`src/rtl/stage_sequencer_pkg.sv`:
```
// seq_pkg: shared types and helpers for the stage sequencer.
//   state_e      - sequencer FSM states
//   pick_t       - result of a stage search (found flag + stage index)
//   next_enabled - lowest set bit of a stage mask at or above a start index
package seq_pkg;

    localparam int MAX_STAGES = 16;

    typedef enum logic [2:0] {
        S_IDLE,
        S_LAUNCH,
        S_RUN,
        S_NEXT,
        S_FINISH,
        S_ERROR
    } state_e;

    typedef struct packed {
        logic       found;
        logic [3:0] idx;
    } pick_t;

    // 'from' is one bit wider than an index so that "above the last stage"
    // (cur_stage + 1 == MAX_STAGES) is representable and simply finds nothing.
    function automatic pick_t next_enabled(input logic [MAX_STAGES-1:0] mask,
                                           input logic [4:0]            from);
        pick_t p;
        p = '0;
        // Scan downwards so the last hit written is the lowest qualifying index.
        for (int i = MAX_STAGES - 1; i >= 0; i--) begin
            if (mask[i] && (5'(i) >= from)) begin
                p.found = 1'b1;
                p.idx   = 4'(i);
            end
        end
        return p;
    endfunction

endpackage

```
`src/rtl/stage_sequencer_watchdog.sv`:
```
// stage_watchdog: counts RUN cycles of the active stage.
//   clk, rst - clock, synchronous active-high reset
//   clear    - restart the count (stage launch)
//   run      - stage is running this cycle
//   expired  - this is the TIMEOUT_CYCLES-th consecutive run cycle
// TIMEOUT_CYCLES = 0 removes the counter and never expires.
module stage_watchdog #(
    parameter int TIMEOUT_CYCLES = 1000000
) (
    input  logic clk,
    input  logic rst,
    input  logic clear,
    input  logic run,
    output logic expired
);

    generate
        if (TIMEOUT_CYCLES == 0) begin : g_off
            logic unused_inputs;
            assign unused_inputs = ^{clk, rst, clear, run};
            assign expired       = 1'b0;
        end else begin : g_on
            localparam int CNT_W = $clog2(TIMEOUT_CYCLES + 1);
            localparam logic [CNT_W-1:0] LAST = CNT_W'(TIMEOUT_CYCLES - 1);

            logic [CNT_W-1:0] cnt_q, cnt_d;

            // Count holds at LAST so a stalled 'run' can never wrap around.
            always_comb begin
                cnt_d = cnt_q;
                if (clear) begin
                    cnt_d = '0;
                end else if (run && (cnt_q != LAST)) begin
                    cnt_d = cnt_q + CNT_W'(1);
                end
            end

            always_ff @(posedge clk) begin
                if (rst) begin
                    cnt_q <= '0;
                end else begin
                    cnt_q <= cnt_d;
                end
            end

            assign expired = run && (cnt_q == LAST);
        end
    endgenerate

endmodule

```
`src/rtl/stage_sequencer.sv`:
```
// stage_sequencer: runs the enabled engines one after another, muxing the
// active engine's memory port onto the shared image memories.
//   go/abort/stage_en            - sequence control and per-run enable mask
//   stage_start/stage_done       - one-hot launch pulse / completion per engine
//   stage_rd_*/stage_wr_*        - flattened per-engine memory requests
//   mem_rd_*/mem_wr_*, rd_data   - shared memory side; rd_data is registered
//   busy/done/error/err_stage    - status; err_stage names the timed-out stage
//   cur_stage/run_cycles         - active stage, saturating cycle count of the run
module stage_sequencer #(
    parameter int NUM_STAGES     = 3,
    parameter int ADDR_W         = 32,
    parameter int DATA_W         = 16,
    parameter int TIMEOUT_CYCLES = 1000000,
    parameter int STAGE_W        = (NUM_STAGES > 1) ? $clog2(NUM_STAGES) : 1
) (
    input  logic                         clk,
    input  logic                         rst,
    input  logic                         go,
    input  logic                         abort,
    input  logic [NUM_STAGES-1:0]        stage_en,
    output logic [NUM_STAGES-1:0]        stage_start,
    input  logic [NUM_STAGES-1:0]        stage_done,
    input  logic [NUM_STAGES*ADDR_W-1:0] stage_rd_addr,
    input  logic [NUM_STAGES*ADDR_W-1:0] stage_wr_addr,
    input  logic [NUM_STAGES*DATA_W-1:0] stage_wr_data,
    input  logic [NUM_STAGES-1:0]        stage_wr_en,
    output logic [DATA_W-1:0]            rd_data,
    output logic [ADDR_W-1:0]            mem_rd_addr,
    input  logic [DATA_W-1:0]            mem_rd_data,
    output logic [ADDR_W-1:0]            mem_wr_addr,
    output logic [DATA_W-1:0]            mem_wr_data,
    output logic                         mem_wr_en,
    output logic                         busy,
    output logic                         done,
    output logic                         error,
    output logic [STAGE_W-1:0]           err_stage,
    output logic [STAGE_W-1:0]           cur_stage,
    output logic [31:0]                  run_cycles
);

    import seq_pkg::*;

    state_e                state_q, state_d;
    logic [NUM_STAGES-1:0] mask_q, mask_d;
    logic [STAGE_W-1:0]    cur_stage_q, cur_stage_d;
    logic [STAGE_W-1:0]    err_stage_q, err_stage_d;
    logic [31:0]           run_cycles_q, run_cycles_d;
    logic [DATA_W-1:0]     rd_data_q;
    logic                  wd_clear, wd_run, wd_expired;
    pick_t                 first_pick, next_pick;

    logic [ADDR_W-1:0] rd_addr_a [NUM_STAGES];
    logic [ADDR_W-1:0] wr_addr_a [NUM_STAGES];
    logic [DATA_W-1:0] wr_data_a [NUM_STAGES];

    generate
        for (genvar g = 0; g < NUM_STAGES; g++) begin : g_unpack
            assign rd_addr_a[g] = stage_rd_addr[g*ADDR_W +: ADDR_W];
            assign wr_addr_a[g] = stage_wr_addr[g*ADDR_W +: ADDR_W];
            assign wr_data_a[g] = stage_wr_data[g*DATA_W +: DATA_W];
        end
    endgenerate

    // First stage comes from the live mask (it is latched on the same edge);
    // later stages come from the latched copy.
    assign first_pick = next_enabled(16'(stage_en), 5'd0);
    assign next_pick  = next_enabled(16'(mask_q), 5'(cur_stage_q) + 5'd1);

    assign busy     = (state_q == S_LAUNCH) || (state_q == S_RUN) || (state_q == S_NEXT);
    assign done     = (state_q == S_FINISH);
    assign error    = (state_q == S_ERROR);
    assign wd_clear = (state_q == S_LAUNCH);
    assign wd_run   = (state_q == S_RUN);

    stage_watchdog #(.TIMEOUT_CYCLES(TIMEOUT_CYCLES)) u_watchdog (
        .clk     (clk),
        .rst     (rst),
        .clear   (wd_clear),
        .run     (wd_run),
        .expired (wd_expired)
    );

    always_comb begin
        state_d      = state_q;
        mask_d       = mask_q;
        cur_stage_d  = cur_stage_q;
        err_stage_d  = err_stage_q;
        run_cycles_d = run_cycles_q;

        if (busy && (run_cycles_q != '1)) begin
            run_cycles_d = run_cycles_q + 32'd1;
        end

        case (state_q)
            S_IDLE, S_FINISH, S_ERROR: begin
                if (go) begin
                    mask_d       = stage_en;
                    run_cycles_d = '0;
                    if (first_pick.found) begin
                        cur_stage_d = STAGE_W'(first_pick.idx);
                        state_d     = S_LAUNCH;
                    end else begin
                        state_d = S_FINISH;
                    end
                end
            end
            S_LAUNCH: state_d = S_RUN;
            S_RUN: begin
                // Done beats a same-cycle timeout.
                if (stage_done[cur_stage_q]) begin
                    state_d = S_NEXT;
                end else if (wd_expired) begin
                    state_d     = S_ERROR;
                    err_stage_d = cur_stage_q;
                end
            end
            S_NEXT: begin
                if (next_pick.found) begin
                    cur_stage_d = STAGE_W'(next_pick.idx);
                    state_d     = S_LAUNCH;
                end else begin
                    state_d = S_FINISH;
                end
            end
            default: state_d = S_IDLE;
        endcase

        // Abort wins over go and freezes everything except the state.
        if (abort) begin
            state_d      = S_IDLE;
            mask_d       = mask_q;
            cur_stage_d  = cur_stage_q;
            err_stage_d  = err_stage_q;
            run_cycles_d = run_cycles_q;
        end
    end

    always_ff @(posedge clk) begin
        if (rst) begin
            state_q      <= S_IDLE;
            mask_q       <= '0;
            cur_stage_q  <= '0;
            err_stage_q  <= '0;
            run_cycles_q <= '0;
            rd_data_q    <= '0;
        end else begin
            state_q      <= state_d;
            mask_q       <= mask_d;
            cur_stage_q  <= cur_stage_d;
            err_stage_q  <= err_stage_d;
            run_cycles_q <= run_cycles_d;
            rd_data_q    <= mem_rd_data;
        end
    end

    always_comb begin
        stage_start = '0;
        if ((state_q == S_LAUNCH) && !abort) begin
            stage_start[cur_stage_q] = 1'b1;
        end
    end

    assign mem_rd_addr = rd_addr_a[cur_stage_q];
    assign mem_wr_addr = wr_addr_a[cur_stage_q];
    assign mem_wr_data = wr_data_a[cur_stage_q];
    assign mem_wr_en   = wd_run & stage_wr_en[cur_stage_q];
    assign rd_data     = rd_data_q;
    assign err_stage   = err_stage_q;
    assign cur_stage   = cur_stage_q;
    assign run_cycles  = run_cycles_q;

endmodule

```
`config.mk`:
```
export PLATFORM = sky130hd
export DESIGN_NAME = stage_sequencer
export DESIGN_NICKNAME = d
export VERILOG_FILES = /design/src/rtl/stage_sequencer_pkg.sv /design/src/rtl/stage_sequencer_watchdog.sv /design/src/rtl/stage_sequencer.sv
export SDC_FILE = /design/constraint.sdc
export NUM_CORES = 1
export LEC_CHECK = 0
export ABC_AREA = 1
export ABC_CLOCK_PERIOD_IN_PS = 1640
export CAP_MARGIN = 30
export CORE_MARGIN = 2
export CORE_UTILIZATION = 25
export DETAILED_ROUTE_END_ITERATION = 8
export SYNTH_ARGS = -nofsm -noshare
export SYNTH_HDL_FRONTEND = slang
export SYNTH_SLANG_ARGS = --single-unit
```
`constraint.sdc`:
```
create_clock -name clk -period 1.64 [get_ports clk]
set_input_delay 0.328 -clock clk [delete_from_list [all_inputs] [get_ports clk]]
set_output_delay 0.328 -clock clk [all_outputs]
set_load 0.1 [all_outputs]
```
Word-level counts from Yosys, hierarchy flattened
Index checks and enable logic that the tools add are counted.
{"block": "word_totals", "ff_bits": 78, "in_bits": 269, "out_inout_bits": 139, "wordCells": 87}
{"block": "classes", "addsub": 3, "magnitude_cmp": 6, "n_eq_ne": 12, "muxes": 35, "n_bitwise": 4, "n_reduce_logical": 20}
{"op": "$mux W32", "count": 7}
{"op": "$bmux W32 S2", "count": 2}
{"op": "$add A32 B1 Y32 const B", "count": 1}
{"op": "$bmux W16 S2", "count": 1}
{"op": "$mux W16", "count": 2}
{"op": "$ne A32 B32 Y1 const B", "count": 1}
{"op": "$mux W5", "count": 6}
{"op": "$add A20 B1 Y20 const B", "count": 1}
{"op": "$eq A20 B20 Y1 const B", "count": 1}
{"op": "$ne A20 B20 Y1 const B", "count": 1}
{"op": "$mux W3", "count": 6}
{"op": "$pmux W3 S4", "count": 1}
{"op": "$logic_and A1 B1 Y1", "count": 8}
{"op": "$eq A3 B2 Y1 const B", "count": 2}
{"op": "$eq A3 B3 Y1 const B", "count": 2}
{"op": "$ge A1 B3 Y1 const A", "count": 2}
{"op": "$mux W2", "count": 3}
{"op": "$ne A2 B2 Y1 const B", "count": 3}
{"op": "$reduce_and A5 Y1", "count": 1}
{"op": "$bmux W1 S2", "count": 2}
{"op": "$pmux W2 S2", "count": 1}
{"op": "$reduce_and A4 Y1", "count": 1}
{"op": "$reduce_or A2 Y1", "count": 2}
{"op": "$add A2 B1 Y3 const B", "count": 1}
{"op": "18 further kinds", "count": 22}

Logic depth before layout (Yosys ltp)
{"block": "depth", "depth_word": 8, "depth_mapped": 12, "ltp_nobuf": 11}

Hierarchy
From an unflattened synthesis, not the netlist that was laid out.
{"block": "hier_totals", "hier_cells": 1048, "area_unflattened_um2": 5945.7}
{"module": "stage_sequencer", "instances": 1, "cells_per_inst": 864, "area_each_um2": 4762.1, "seq_area_each_um2": 1141.1}
{"module": "stage_watchdog", "instances": 1, "cells_per_inst": 184, "area_each_um2": 1183.6, "seq_area_each_um2": 400.4}

Worst setup path after synthesis
Ideal clock, no wire load.
{"block": "synth_timing", "path_kind": "reg2out", "startpoint": "register cur_stage_q[1], in the netlist cur_stage[1]", "endpoint": "output stage_start[2]", "t_arrival_ps": 3461, "required_time_ps": 1312, "setup_slack_ps": -2149, "path_stages_with_launch": 4, "n_path_buf": 1, "path_cell_list": "dfxtp_1 inv_2 clkbuf_1 nor3_1"}
{"block": "synth_between", "elab_chain_cells": 5, "elab_cells_between_ends": 6, "cone_classes": "2 x order compare; 3 x mux; 1 x reduce/logical"}
{"item": "start, declared", "line_no": "stage_sequencer.sv:45", "rtl": "logic [STAGE_W-1:0] cur_stage_q, cur_stage_d;"}
{"item": "start signal, assigned", "line_no": "stage_sequencer.sv:149", "rtl": "cur_stage_q <= cur_stage_d;"}
{"item": "$lt A2 B3 Y1 (implied by the code) or $ge A2 B1 Y1 (tied branches)", "line_no": "stage_sequencer.sv:159", "rtl": "stage_start[cur_stage_q] = 1'b1;"}
{"item": "$logic_and A1 B1 Y1 (implied by the code)", "line_no": "stage_sequencer.sv:159"}
{"item": "$mux W1 (implied by the code)", "line_no": "stage_sequencer.sv:159"}
{"item": "$demux W1 S2 *", "line_no": "stage_sequencer.sv:159"}
{"item": "$mux W3 *", "line_no": "stage_sequencer.sv:158", "rtl": "if ((state_q == S_LAUNCH) && !abort) begin"}
{"item": "end, declared", "line_no": "stage_sequencer.sv:21", "rtl": "output logic [NUM_STAGES-1:0] stage_start,"}
Every way passes the cells marked *; elsewhere a longest branch is shown, timed or not.

Final worst setup path
{"block": "layout_timing", "startpoint": "register cur_stage_q[1], in the netlist cur_stage[1]", "endpoint": "output mem_wr_addr[18]"}
{"block": "layout_between", "elab_chain_cells": 4}
{"item": "$not A2 Y3 (implied by the code)", "line_no": "stage_sequencer.sv:164", "rtl": "assign mem_wr_addr = wr_addr_a[cur_stage_q];"}
{"item": "$bmux W32 S2", "line_no": "stage_sequencer.sv:164"}
{"item": "$mux W32 (implied by the code) (2 in series)", "line_no": "stage_sequencer.sv:164"}
{"item": "end, declared", "line_no": "stage_sequencer.sv:30", "rtl": "output logic [ADDR_W-1:0] mem_wr_addr,"}
No other way between the ends. The select of a mux whose other input is x is not followed.

==> results.cfg <==
[routing]
m1WireLength_um = 14450
dr_wl_met2_um = 17750
first_iter_violations = 713
routed-wl-met3_um = 2385
top_layer = met5
final_antenna_net_count = 0
num_vias = 9062
routed_wl_um = 35420
first_pass_iters = 5
routedWlPerCell_um = 18.64
drc = 0
via_per_inst = 4.769

[power_and_ir_drop]
p_leak_nw = 6.710
peakVddDrop_mv = 0.4868
power.total_mw = 10.89
p_per_area_mw_per_mm2 = 696.9

[setup_path]
crit_slowest_cell = dfxtp_4
cpPeakStageDelay_ns = 0.38
crit_family = buffers and inverters
cpMostUsedCell = buf_12
crit_chain = inv_4, nor2_4, buf_6, buf_12, nand2_4, nand3_4, buf_12
crit_type = reg2out
cp_num_buf_inv = 4
crit_fanout = 9
crit_required_ns = 1.31
crit_path_end_kind = primary output
startpoint_type = register
cp.arrival_ns = 1.65

[synth]
synth_area_leaders = dfxtp_1 (26%), nand2_1 (22%), nand3_1 (18%)
synth.top_cell.area_share_pct = 25.56
yosys_warnings = 0
postSynthAreaPerCell_um2 = 5.636
yosysTopAreaCell = dfxtp_1
synthFlopType = dfxtp_1
synth-edff-count = 0
ys_seq_area_share_pct = 25.56
synth_seq_cells = 77
netlist-cell-type-count = 37
async_flop_share_pct = 0
netlist_area_mm2 = 0.006031
synth_nets = 1341
syn_inst = 1070

[timing]
slew_headroom_pct = 75.04
finalCritPeriodShare_pct = 120.4
slew_violations = 0
clock.fmax_ghz = 0.5063
hold_violations = 0
finalSetupViolCount = 88
post-route-min-period_ns = 1.975
worst_slew_pin_slew_ns = 0.3715
rsz0062_at_grt = true
clock_skew_ns = 0.005232
worst_slack_ns = -0.3353

[final_layout]
final_nets = 1839
layout-drive-gt1-share_pct = 40.37
design_area_mm2 = 0.01562
multi_input_area_mm2 = 0.005931
area_delta_synth_final_pct = 159.0
fillers = 1926
regArea_mm2 = 0.001660
fin_cells = 1900

[floorplan]
rows = 56
die_x_um = 159.3
fp.dieH_um = 159.3
io_pins = 408
dieArea_mm2 = 0.02538
fp.coreArea_mm2 = 0.02354
initial_utilization_pct = 25.62

[global_routing]
grt_max_degree = 46
grt-ovfl-total = 0
grt_pass1_vias = 8745
grt.total_usage_pct = 27.37
antenna_found_initial = 9
grt_pass1_wl_um = 53420

[run_status]
violations = negative setup slack
status = finished with violations

[clocking]
htreeDepth = 3
clock_latency_ns = 0.35
cts_tree = done
clockBufferDepth = 2
cts-root-buf = clkbuf_16
clkTransAtPathRegs_ns = 0.07
clock_sinks = 77
hold_buffers = 0
cts_buffers = 9

[flow_run]
maxCapViolations = 0

[placed_design]
placed_cells = 1855
gp_congestion = 0.9649
dp_slack_ns = -0.2214
io_buffers = 407
place_area_mm2 = 0.01458
dp_hpwl_um = 29290

[min_path]
holdCritPathClass = in2reg
[power breakdown]
part	internal (mW)	switching, mW	total, mW
registers	1.86	0.0377	1.90
logic	2.80	4.22	7.02
clock network	1.05	0.914	1.96
total	5.72	5.17	10.9
[per-stage QoR]
| step | setup TNS (ns) | util, % | hold WS (ns) |
|---|---|---|---|
| floorplan | -24.21 | - | 0.4350 |
| global placement | -2.462 | 61.93 | 0.5054 |
| detailed placement | -2.926 | 61.93 | 0.5058 |
| CTS | -26.79 | 64.65 | 0.4747 |
| global route | -31.32 | 66.34 | 0.4861 |
| finish | -24.67 | 66.35 | 0.4852 |
[cell families after synthesis]
kind of cell               after synthesis  share of synthesized area [%]
adders and majority gates                2                         0.4149
buffers and inverters                  155                          10.64
AOI/OAI and AO/OA                       52                          5.208
xor gates and xnor gates                14                          2.033
and+or+nand+nor                        770                          56.14
DFF                                     77                          25.56
[final cells by class]
cell class	instances	share of cell area (%)
Clock buffer	9	1.442
Sequential cell	77	10.63
Multi-Input combinational cell	838	37.97
Timing Repair Buffer	539	44.36
Antenna cell	8	0.1282
Tap cell	319	2.555
Inverter	103	2.579
Clock inverter	7	0.3444
[path summary, 6_finish.rpt]
| kind | startpoint | endpoint | slack [ns] | cells after the start |
|---|---|---|---|---|
| setup reg to reg | run_cycles[5] | run_cycles[5] | -0.02 | 10 |
| setup / recovery | cur_stage[1] | mem_wr_addr[18] | -0.34 | 7 |
| hold reg to reg | u_watchdog.g_on.cnt_q[13] | u_watchdog.g_on.cnt_q[13] | 0.52 | 2 |
| hold / removal | mem_rd_data[2] | rd_data[2] | 0.49 | 3 |
[worst min-delay path, cell delays in order]
cell	delay [ns]
clkdlybuf4s50_1	0.39
inv_1	0.05
nor2_1	0.03
[registers in the layout, summed over array words and instances, names as in the netlist]
signal / cells
run_cycles: 32
u_watchdog.g_on.cnt_q: 20
state_q: 3
cur_stage: 2
mask_q: 2
err_stage: 2
rd_data: 16
[Yosys cell counts, types with 6 or more instances]
cell type and count:
buf_2 6, nor3_1 8, o21ai_0 15, nand4_1 31, inv_1 98, nand3_1 211
a21oi_1 23, a21oi_2 9, xor2_1 9, dfxtp_1 77, nand2_2 16, clkbuf_1 34
nor2_1 134, nor2_2 9, nand2_1 347
[layout by cell type, fill, tap and decap left out, drive strengths merged, types with 2 or more instances in the layout]
cell type      count
a21oi             33
diode              8
nor3b              2
xnor2              5
buf              267
clkbuf            13
nand4             31
clkinvlp           2
or2                2
o21ai             15
nand3            212
nand2            364
nor2             146
inv              107
xor2               9
clkdlybuf4s50    268
nor3               9
dfxtp             77
ha                 2
nand3b             4
[routing by layer]
metal | GRT usage (%) | vias up
met1 | 33.97 | 4215
met5 | 0 | -
met4 | 8.926 | 2
met2 | 46.90 | 348
li1 | - | 4451
met3 | 6.226 | 46
[repair_timing]
action / in CTS / in global routing
setup buffers: 10 / 5
setup endpoints to repair: 101 / 137
pin swaps: 12 / 25
resized for setup: 63 / 67
gates cloned: 2 / 4
(Power assumes the default switching activity.)
